[config.mk]
export PLATFORM = sky130hd
export DESIGN_NAME = nbody_step_sequencer
export DESIGN_NICKNAME = d
export VERILOG_FILES = /design/src/rtl/nbody_step_sequencer.sv
export SDC_FILE = /design/constraint.sdc
export NUM_CORES = 2
export LEC_CHECK = 0
export ABC_AREA = 1
export CAP_MARGIN = 0
export CELL_PAD_IN_SITES_DETAIL_PLACEMENT = 0
export CELL_PAD_IN_SITES_GLOBAL_PLACEMENT = 1
export CORE_ASPECT_RATIO = 0.6
export CORE_UTILIZATION = 50
export CTS_CLUSTER_DIAMETER = 60
export CTS_CLUSTER_SIZE = 40
export DETAILED_ROUTE_END_ITERATION = 8
export HOLD_SLACK_MARGIN = 0.05
export PLACE_DENSITY_LB_ADDON = 0.1
export SYNTH_ARGS = -nofsm -noshare
export SYNTH_HDL_FRONTEND = slang
export SYNTH_SLANG_ARGS = --single-unit
export TNS_END_PERCENT = 1
[constraint.sdc]
create_clock -name clk -period 5.55 [get_ports clk]
set_input_delay 0.8325 -clock clk [delete_from_list [all_inputs] [get_ports clk]]
set_output_delay 0.8325 -clock clk [all_outputs]
set_load 0.02 [all_outputs]
[src/rtl/nbody_step_sequencer.sv]
// Control sequencer for the n-body accelerator: pair issue, latency-matched
// velocity/position write-back tags, step counting and done/ack handshake.
module nbody_step_sequencer #(
  parameter int BODIES          = 512,
  parameter int BODY_ADDR_WIDTH = $clog2(BODIES),
  parameter int STEP_WIDTH      = 16,
  parameter int ACCL_LATENCY    = 103,
  parameter int ADD_LATENCY     = 20,
  parameter int ROW_MIN         = ADD_LATENCY + 2
) (
  input  logic                       clk,
  input  logic                       rst,
  input  logic                       go,
  input  logic                       ack,
  input  logic [BODY_ADDR_WIDTH:0]   num_bodies,
  input  logic [STEP_WIDTH-1:0]      steps,
  output logic                       busy,
  output logic                       done,
  output logic                       half_kick,
  output logic [STEP_WIDTH-1:0]      step_count,
  output logic                       pair_valid,
  output logic [BODY_ADDR_WIDTH-1:0] pair_i,
  output logic [BODY_ADDR_WIDTH-1:0] pair_j,
  output logic                       vel_rd_valid,
  output logic [BODY_ADDR_WIDTH-1:0] vel_rd_addr,
  output logic                       vel_we,
  output logic [BODY_ADDR_WIDTH-1:0] vel_wr_addr,
  output logic                       pos_rd_valid,
  output logic [BODY_ADDR_WIDTH-1:0] pos_rd_addr,
  output logic                       pos_we,
  output logic [BODY_ADDR_WIDTH-1:0] pos_wr_addr
);

  localparam int BAW       = BODY_ADDR_WIDTH;
  localparam int NW        = BAW + 1;
  localparam int DRAIN_CYC = ACCL_LATENCY + ADD_LATENCY;
  localparam int DW        = $clog2(DRAIN_CYC + 1);
  localparam int RW        = $clog2(ROW_MIN + 1);
  localparam int CW0       = (NW > DW) ? NW : DW;
  localparam int CW        = (CW0 > RW) ? CW0 : RW;
  localparam int VL        = ACCL_LATENCY + ADD_LATENCY + 1;
  localparam int PL        = ADD_LATENCY + 1;

  typedef enum logic [2:0] {
    S_IDLE, S_ACCEL, S_DRAIN_A, S_POS, S_DRAIN_P, S_DONE
  } state_t;

  state_t                state_q, state_d;
  logic [NW-1:0]         n_q, n_d;
  logic [STEP_WIDTH-1:0] steps_q, steps_d;
  logic [STEP_WIDTH-1:0] step_count_q, step_count_d;
  logic                  first_q, first_d;
  logic [BAW-1:0]        i_q, i_d;
  logic [CW-1:0]         c_q, c_d;
  logic [BAW:0]          vel_dl_q [VL];
  logic [BAW:0]          vel_dl_d [VL];
  logic [BAW:0]          pos_dl_q [PL];
  logic [BAW:0]          pos_dl_d [PL];

  logic [NW-1:0]         n_sat;
  logic [CW-1:0]         n_c, row_len;
  logic                  last_col, last_row, row_end, abort;
  logic [STEP_WIDTH-1:0] step_inc;

  assign n_sat    = (num_bodies > NW'(BODIES)) ? NW'(BODIES) : num_bodies;
  assign n_c      = CW'(n_q);
  assign row_len  = (n_c > CW'(ROW_MIN)) ? n_c : CW'(ROW_MIN);
  assign last_col = (c_q == n_c - CW'(1));
  assign last_row = (CW'(i_q) == n_c - CW'(1));
  assign row_end  = (c_q == row_len - CW'(1));
  assign step_inc = step_count_q + STEP_WIDTH'(1);
  assign abort    = busy && !go;

  always_ff @(posedge clk) begin
    if (rst) begin
      state_q      <= S_IDLE;
      n_q          <= '0;
      steps_q      <= '0;
      step_count_q <= '0;
      first_q      <= 1'b1;
      i_q          <= '0;
      c_q          <= '0;
      vel_dl_q     <= '{default: '0};
      pos_dl_q     <= '{default: '0};
    end else begin
      state_q      <= state_d;
      n_q          <= n_d;
      steps_q      <= steps_d;
      step_count_q <= step_count_d;
      first_q      <= first_d;
      i_q          <= i_d;
      c_q          <= c_d;
      vel_dl_q     <= vel_dl_d;
      pos_dl_q     <= pos_dl_d;
    end
  end

  // c_q is shared: column in ACCEL, body in POS, drain timer in DRAIN_A/DRAIN_P.
  always_comb begin
    state_d      = state_q;
    n_d          = n_q;
    steps_d      = steps_q;
    step_count_d = step_count_q;
    first_d      = first_q;
    i_d          = i_q;
    c_d          = c_q;
    unique case (state_q)
      S_IDLE: begin
        if (!go) begin
          first_d = 1'b1;
        end else if (!ack) begin
          n_d          = n_sat;
          steps_d      = steps;
          step_count_d = '0;
          i_d          = '0;
          c_d          = '0;
          state_d      = (n_sat == '0 || steps == '0) ? S_DONE : S_ACCEL;
        end
      end
      S_ACCEL: begin
        if (last_row && last_col) begin
          state_d = S_DRAIN_A;
          c_d     = '0;
        end else if (row_end) begin
          c_d = '0;
          i_d = i_q + BAW'(1);
        end else begin
          c_d = c_q + CW'(1);
        end
      end
      S_DRAIN_A: begin
        if (c_q == CW'(DRAIN_CYC)) begin
          state_d = S_POS;
          c_d     = '0;
        end else begin
          c_d = c_q + CW'(1);
        end
      end
      S_POS: begin
        if (last_col) begin
          state_d = S_DRAIN_P;
          c_d     = '0;
        end else begin
          c_d = c_q + CW'(1);
        end
      end
      S_DRAIN_P: begin
        if (c_q == CW'(ADD_LATENCY)) begin
          step_count_d = step_inc;
          first_d      = 1'b0;
          i_d          = '0;
          c_d          = '0;
          state_d      = (step_inc == steps_q) ? S_DONE : S_ACCEL;
        end else begin
          c_d = c_q + CW'(1);
        end
      end
      S_DONE: begin
        if (ack || !go) state_d = S_IDLE;
      end
      default: state_d = S_IDLE;
    endcase
    if (abort) state_d = S_IDLE;
  end

  always_comb begin
    busy         = (state_q != S_IDLE) && (state_q != S_DONE);
    done         = (state_q == S_DONE);
    half_kick    = first_q && (state_q == S_ACCEL || state_q == S_DRAIN_A);
    step_count   = step_count_q;
    pair_valid   = (state_q == S_ACCEL) && (c_q < n_c);
    pair_i       = pair_valid ? i_q : '0;
    pair_j       = pair_valid ? c_q[BAW-1:0] : '0;
    pos_rd_valid = (state_q == S_POS);
    pos_rd_addr  = pos_rd_valid ? c_q[BAW-1:0] : '0;
  end

  // Tag delay lines carry {valid, addr}; an abort flushes every in-flight tag.
  always_comb begin
    vel_dl_d[0] = {pair_valid, pair_j};
    for (int unsigned k = 1; k < VL; k++) vel_dl_d[k] = vel_dl_q[k-1];
    pos_dl_d[0] = {pos_rd_valid, pos_rd_addr};
    for (int unsigned k = 1; k < PL; k++) pos_dl_d[k] = pos_dl_q[k-1];
    if (abort) begin
      vel_dl_d = '{default: '0};
      pos_dl_d = '{default: '0};
    end
  end

  assign vel_rd_valid = vel_dl_q[ACCL_LATENCY-1][BAW];
  assign vel_rd_addr  = vel_dl_q[ACCL_LATENCY-1][BAW-1:0];
  assign vel_we       = vel_dl_q[VL-1][BAW];
  assign vel_wr_addr  = vel_dl_q[VL-1][BAW-1:0];
  assign pos_we       = pos_dl_q[PL-1][BAW];
  assign pos_wr_addr  = pos_dl_q[PL-1][BAW-1:0];

endmodule

== After elaboration in Yosys (flattened, before gate mapping) ==
Cells that the tools add are included.

* Add/subtract/negate cells: 5
* Eq/ne operators: 22
* Multiplexer cells: 36
* Reductions and logical operators: 23
* Order comparisons: 3
* Bitwise gates (word level): 1

{| class="wikitable"
|+ Operators with widths
! cell !! count
|-
| $mux W10 || 9
|-
| $mux W9 || 8
|-
| $pmux W10 S5 || 1
|-
| $mux W16 || 3
|-
| $pmux W16 S2 || 1
|-
| $mux W3 || 9
|-
| $pmux W9 S3 || 1
|-
| $eq A10 B10 Y1 || 2
|-
| $sub A10 B1 Y10 const B || 2
|-
| $pmux W3 S6 || 1
|-
| $add A16 B1 Y16 const B || 1
|-
| $eq A16 B16 Y1 || 1
|-
| $logic_not A16 Y1 || 1
|-
| $ne A2 B2 Y1 const B || 8
|-
| $add A10 B1 Y10 const B || 1
|-
| $eq A10 B5 Y1 const B || 1
|-
| $eq A10 B7 Y1 const B || 1
|-
| $eq A9 B10 Y1 || 1
|-
| $gt A10 B10 Y1 const B || 1
|-
| $gt A10 B5 Y1 const B || 1
|-
| $logic_not A10 Y1 || 1
|-
| $lt A10 B10 Y1 || 1
|-
| $add A9 B1 Y9 const B || 1
|-
| $reduce_and A3 Y1 || 3
|-
| 19 further kinds || 30
|}

* Register bits: 1,515
* Input port bits: 30
* Word-level logic and storage cells: 242

== Logic depth before layout (Yosys ltp) ==
* Depth after elaboration: 8
* Gate-level depth with buffers: 23
* Depth with buffers taken out: 22

== Worst setup path after synthesis ==
No wires, ideal clock.

* Kind: reg-to-output
* Start point: reg n_q[6] (netlist: n_c[6])
* End point: out pair_valid
* Arrival: 1.915 ns
* Required time: 4.718 ns
* Stages on the path, launching flop included: 10
* Path slack: 2.803 ns
* Path buffers: 2
* Path through: dfxtp_1 inv_1 ha_1 nand2_1 nor2_1 o211ai_1 nand4_1 clkbuf_1 buf_1 inv_1

* Word-level cells in the longest chain between the ends: 2

{| class="wikitable"
|+ Ends and longest elaborated chain
! item !! line !! text
|-
| from (decl) || 49 || <nowiki>logic [NW-1:0] n_q, n_d;</nowiki>
|-
| from (signal assigned) || 87 || <nowiki>n_q <= n_d;</nowiki>
|-
| $lt A10 B10 Y1 || 171 || <nowiki>pair_valid = (state_q == S_ACCEL) && (c_q < n_c);</nowiki>
|-
| $logic_and A1 B1 Y1 || 171 ||
|-
| to (decl) || 21 || <nowiki>output logic pair_valid,</nowiki>
|}

Every way passes these cells.

== Worst setup path after layout ==
* Start point: reg n_q[2] (netlist: n_c[2])
* End point: out pair_i[7]

* Word-level cells in the longest chain between the ends: 3

{| class="wikitable"
|+ Ends and longest elaborated chain
! item !! line !! text
|-
| $lt A10 B10 Y1 || 171 ||
|-
| $logic_and A1 B1 Y1 || 171 ||
|-
| $mux W9 || 172 || <nowiki>pair_i = pair_valid ? i_q : '0;</nowiki>
|-
| to (decl) || 22 || <nowiki>output logic [BODY_ADDR_WIDTH-1:0] pair_i,</nowiki>
|}

Every way passes these cells.

==> results.sh <==
export IMPL_timing_hold_violations_final=0
export IMPL_vias=26400
export IMPL_report_final_setup_viol=0
export IMPL_die_width_um=391
export IMPL_portBuffers=107
export IMPL_synth_lib_cells_used_distinct=38
export IMPL_critical_path_arrival_ns=3.59
export IMPL_fmax_mhz=226
export IMPL_antenna_found_initial=0
export IMPL_ys_warn_count=0
export IMPL_worst_setup_path_end_kind="output port"
export IMPL_final_setup_skew_ns=0.0380
export IMPL_drc=0
export IMPL_worst_hold_startpoint="vel_dl_q[539]"
export IMPL_num_io_pins=108
export IMPL_worst_r2r_setup_slack_ns=2.05
export IMPL_clock_latency_ns=0.68
export IMPL_start_util_pct=50.6
export IMPL_p_per_area_nw_per_um2=374
export IMPL_most_repeated_cell_in_the_gate_level_netlist_after_synthesis="sky130_fd_sc_hd__nor2_1"
export IMPL_drt_iter0_markers=1354
export IMPL_final_cell_area_excluding_filler_cells_um2=49400
export IMPL_postRouteWirelength_mm=64.1
export IMPL_cts_max_level=2
export IMPL_swShare_pct=26.8
export IMPL_fin_worst_hold_slack_ns=0.381
export IMPL_grt_remaining_overflow=0
export IMPL_final_seq_area_um2=30300
export IMPL_combPwrFrac_pct=10.9
export IMPL_crit_fanout=13
export IMPL_fillerInstances=8322
export IMPL_timing_critical_path_from="n_c[2]"
export IMPL_drv_cap=0
export IMPL_netlist_top_cells_count="sky130_fd_sc_hd__nor2_1 (1560), sky130_fd_sc_hd__dfxtp_1 (1515), sky130_fd_sc_hd__inv_1 (1515)"
export IMPL_synthToLayoutAreaGrowth_pct=8.62
export IMPL_syn_mean_instance_area_um2=8.56
export IMPL_synth_fp_nets=5365
export IMPL_cts_root_buf="sky130_fd_sc_hd__clkbuf_16"
export IMPL_yosys_top_cells_area="sky130_fd_sc_hd__dfxtp_1 (67%), sky130_fd_sc_hd__nor2_1 (13%), sky130_fd_sc_hd__inv_1 (12%), sky130_fd_sc_hd__nand2_1 (1.7%), sky130_fd_sc_hd__clkbuf_1 (1.3%)"
export IMPL_synth_top_cell_by_area="sky130_fd_sc_hd__dfxtp_1"
export IMPL_hold_buffers=0
export IMPL_row_count=85
export IMPL_setup_worst_path_start_class="flop"
export IMPL_sequentialPowerShare_pct=59.5
export IMPL_timing_max_transition_violations_final=0
export IMPL_wl_per_cell_um=9.78
export IMPL_number_of_buffers_created_by_cts=52
export IMPL_core_region_area_um2=89900
export IMPL_detailedRoute_firstPassIterationCount=7
export IMPL_synth_seq_area_share_pct=66.7
export IMPL_die_area_um2=92200
export IMPL_finalWeightedCongestion=0.933
export IMPL_power_report_internal_total_mw=13.5
export IMPL_grt_util_all_layers_pct=14.3
export IMPL_worst_slack_placed_ns=1.85
export IMPL_dp_final_hpwl_mm=38.9
export IMPL_grt_start_max_net_pins=181
export IMPL_post_cts_resized=0
export IMPL_final_cells=6553
export IMPL_power_switching_mw=4.96
export IMPL_multi_input_comb_area_um2=8520
export IMPL_path_class="flop to output port"
export IMPL_asyncSetResetFlopFracSynth_pct=0
export IMPL_netlist_instances=5318
export IMPL_share_of_the_clock_period_used_by_the_worst_path_after_layout_pct=79.7
export IMPL_clk_path_buf_depth=3
export IMPL_layout_setup_ws_ns=1.13
export IMPL_place_detailed_instances=6464
export IMPL_clk_transition_reported_paths_ns=0.13
export IMPL_num_antenna_cells=0
export IMPL_die_height_um=236
export IMPL_power_frac_clock_pct=29.6
export IMPL_clock_sink_count=1515
export IMPL_synth_largest_type_area_fraction_pct=66.7
export IMPL_worstMarginPinSlew_ns=0.876
export IMPL_tritoncts="built"
export IMPL_post_cts_buffers=0
export IMPL_power_static_leakage_nw=17.4
export IMPL_worstHoldPathType="flop to flop"
export IMPL_fraction_of_layout_cells_with_a_size_suffix_above_1_pct=2.61
export IMPL_run_status="finished, final reports clean"
export IMPL_timing_setup_tns_ns=0
export IMPL_placedInstanceArea_um2=47500
export IMPL_vias_in_the_first_global_route=24000
export IMPL_timing_critical_path_required_ns=4.72
export IMPL_vdd_drop_max_mv=0.243
export IMPL_synth_edf_count=0
export IMPL_synth_ff_latch_count=1515
export IMPL_drt_via_density=4.03
export IMPL_post_synth_instance_area_um2=45500
export IMPL_max_slew_margin_pct=41.1
export IMPL_detail_route_antenna_nets=0
export IMPL_postSynth_topFlopCell="sky130_fd_sc_hd__dfxtp_1"
export IMPL_timing_rr_start="n_c[0]"
export IMPL_nNetsFinal=5347
export IMPL_post_route_min_period_ns=4.42
export IMPL_grt_setup_unrepaired="false"
export IMPL_wire_length_of_the_first_global_routing_pass_mm=112
cells by family (layout without fill, tap and decap cells):
kind of cell	Yosys count	after routing	share of synthesized area, %
AOI/OAI and AO/OA	119	119	1.43
xor gates and xnor gates	27	27	0.520
buffers and inverters	1734	1751	14.6
and+or+nand+nor	1906	1906	16.3
DFF	1515	1515	66.7
adders and majority gates	17	17	0.467
registers in the layout, summed over array words and instances, names as in the netlist:
register and cells:
step_count 16, pos_dl_q 200, vel_we 1, state_q 3
vel_rd_valid 1, i_q 9, pos_wr_addr 9, first_q 1
steps_q 16, n_c 10, pos_we 1, vel_dl_q 1220
vel_wr_addr 9, vel_rd_addr 9, c_q 10
through the flow:
| step | power (mW) | utilization [%] |
|---|---|---|
| 3_5_place_dp | 13.3 | 52.9 |
| 4_1_cts | 18.8 | 55.0 |
| 5_1_grt | 19.4 | 55.0 |
| 6_report | 18.5 | 55.0 |
| 2_1_floorplan | 12.7 | - |
| 3_3_place_gp | 13.3 | 52.9 |
per-layer routing:
metal / share of wire, % / global-route usage, % / wire length, µm
met5: 0 / 0 / 0
met3: 5.0 / 2.79 / 3220
met2: 37 / 20.9 / 24000
met4: 1.7 / 3.10 / 1080
met1: 56 / 21.6 / 35800
cell type report:
class                      count  share of cell area [%]
sequential                  1515                    61.4
multi-input combinational   2069                    17.2
inverter                    1526                    11.6
tap                         1218                    3.08
timing repair buffer         136                    2.89
clock buffer                  60                    2.86
clock inverter                29                   0.972
cell usage in the layout, fill, tap and decap left out, types with 7 or more instances in the layout:
master / n
sky130_fd_sc_hd__clkbuf_16: 54
sky130_fd_sc_hd__nor2_1: 1560
sky130_fd_sc_hd__o21ai_0: 30
sky130_fd_sc_hd__ha_1: 17
sky130_fd_sc_hd__dfxtp_1: 1515
sky130_fd_sc_hd__clkinv_1: 8
sky130_fd_sc_hd__buf_12: 11
sky130_fd_sc_hd__clkdlybuf4s50_1: 107
sky130_fd_sc_hd__xor2_1: 24
sky130_fd_sc_hd__nand2_2: 7
sky130_fd_sc_hd__a21oi_1: 67
sky130_fd_sc_hd__nor3_1: 11
sky130_fd_sc_hd__nand2_1: 207
sky130_fd_sc_hd__nand3_1: 81
sky130_fd_sc_hd__inv_8: 10
sky130_fd_sc_hd__buf_4: 18
sky130_fd_sc_hd__a211oi_1: 8
sky130_fd_sc_hd__inv_1: 1515
sky130_fd_sc_hd__nand4_1: 18
critical path, stage by stage (launching register included):
cell                              delay [ns]
sky130_fd_sc_hd__dfxtp_1                0.42
sky130_fd_sc_hd__clkinv_1               0.29
sky130_fd_sc_hd__ha_1                   0.29
sky130_fd_sc_hd__a21oi_1                0.17
sky130_fd_sc_hd__o21ai_0                0.11
sky130_fd_sc_hd__nand2_1                0.07
sky130_fd_sc_hd__nand4_1                0.46
sky130_fd_sc_hd__buf_4                  0.40
sky130_fd_sc_hd__nor2_1                 0.12
sky130_fd_sc_hd__clkdlybuf4s50_1        0.61
power groups by stage:
stage | logic, mW | registers (mW) | clock network [mW]
2_1_floorplan | 1.48 | 11.2 | 0
3_3_place_gp | 2.06 | 11.2 | 0
3_5_place_dp | 2.03 | 11.2 | 0
4_1_cts | 2.04 | 11.0 | 5.76
5_1_grt | 2.24 | 11.0 | 6.14
6_report | 2.01 | 11.0 | 5.48
path summary, 6_finish.rpt:
check	end	cells after the start
max	pair_i[7]	9
min	vel_dl_q[529]	2
max reg2reg	i_q[7]	19
min reg2reg	vel_dl_q[529]	2
(Power assumes the default switching activity.)
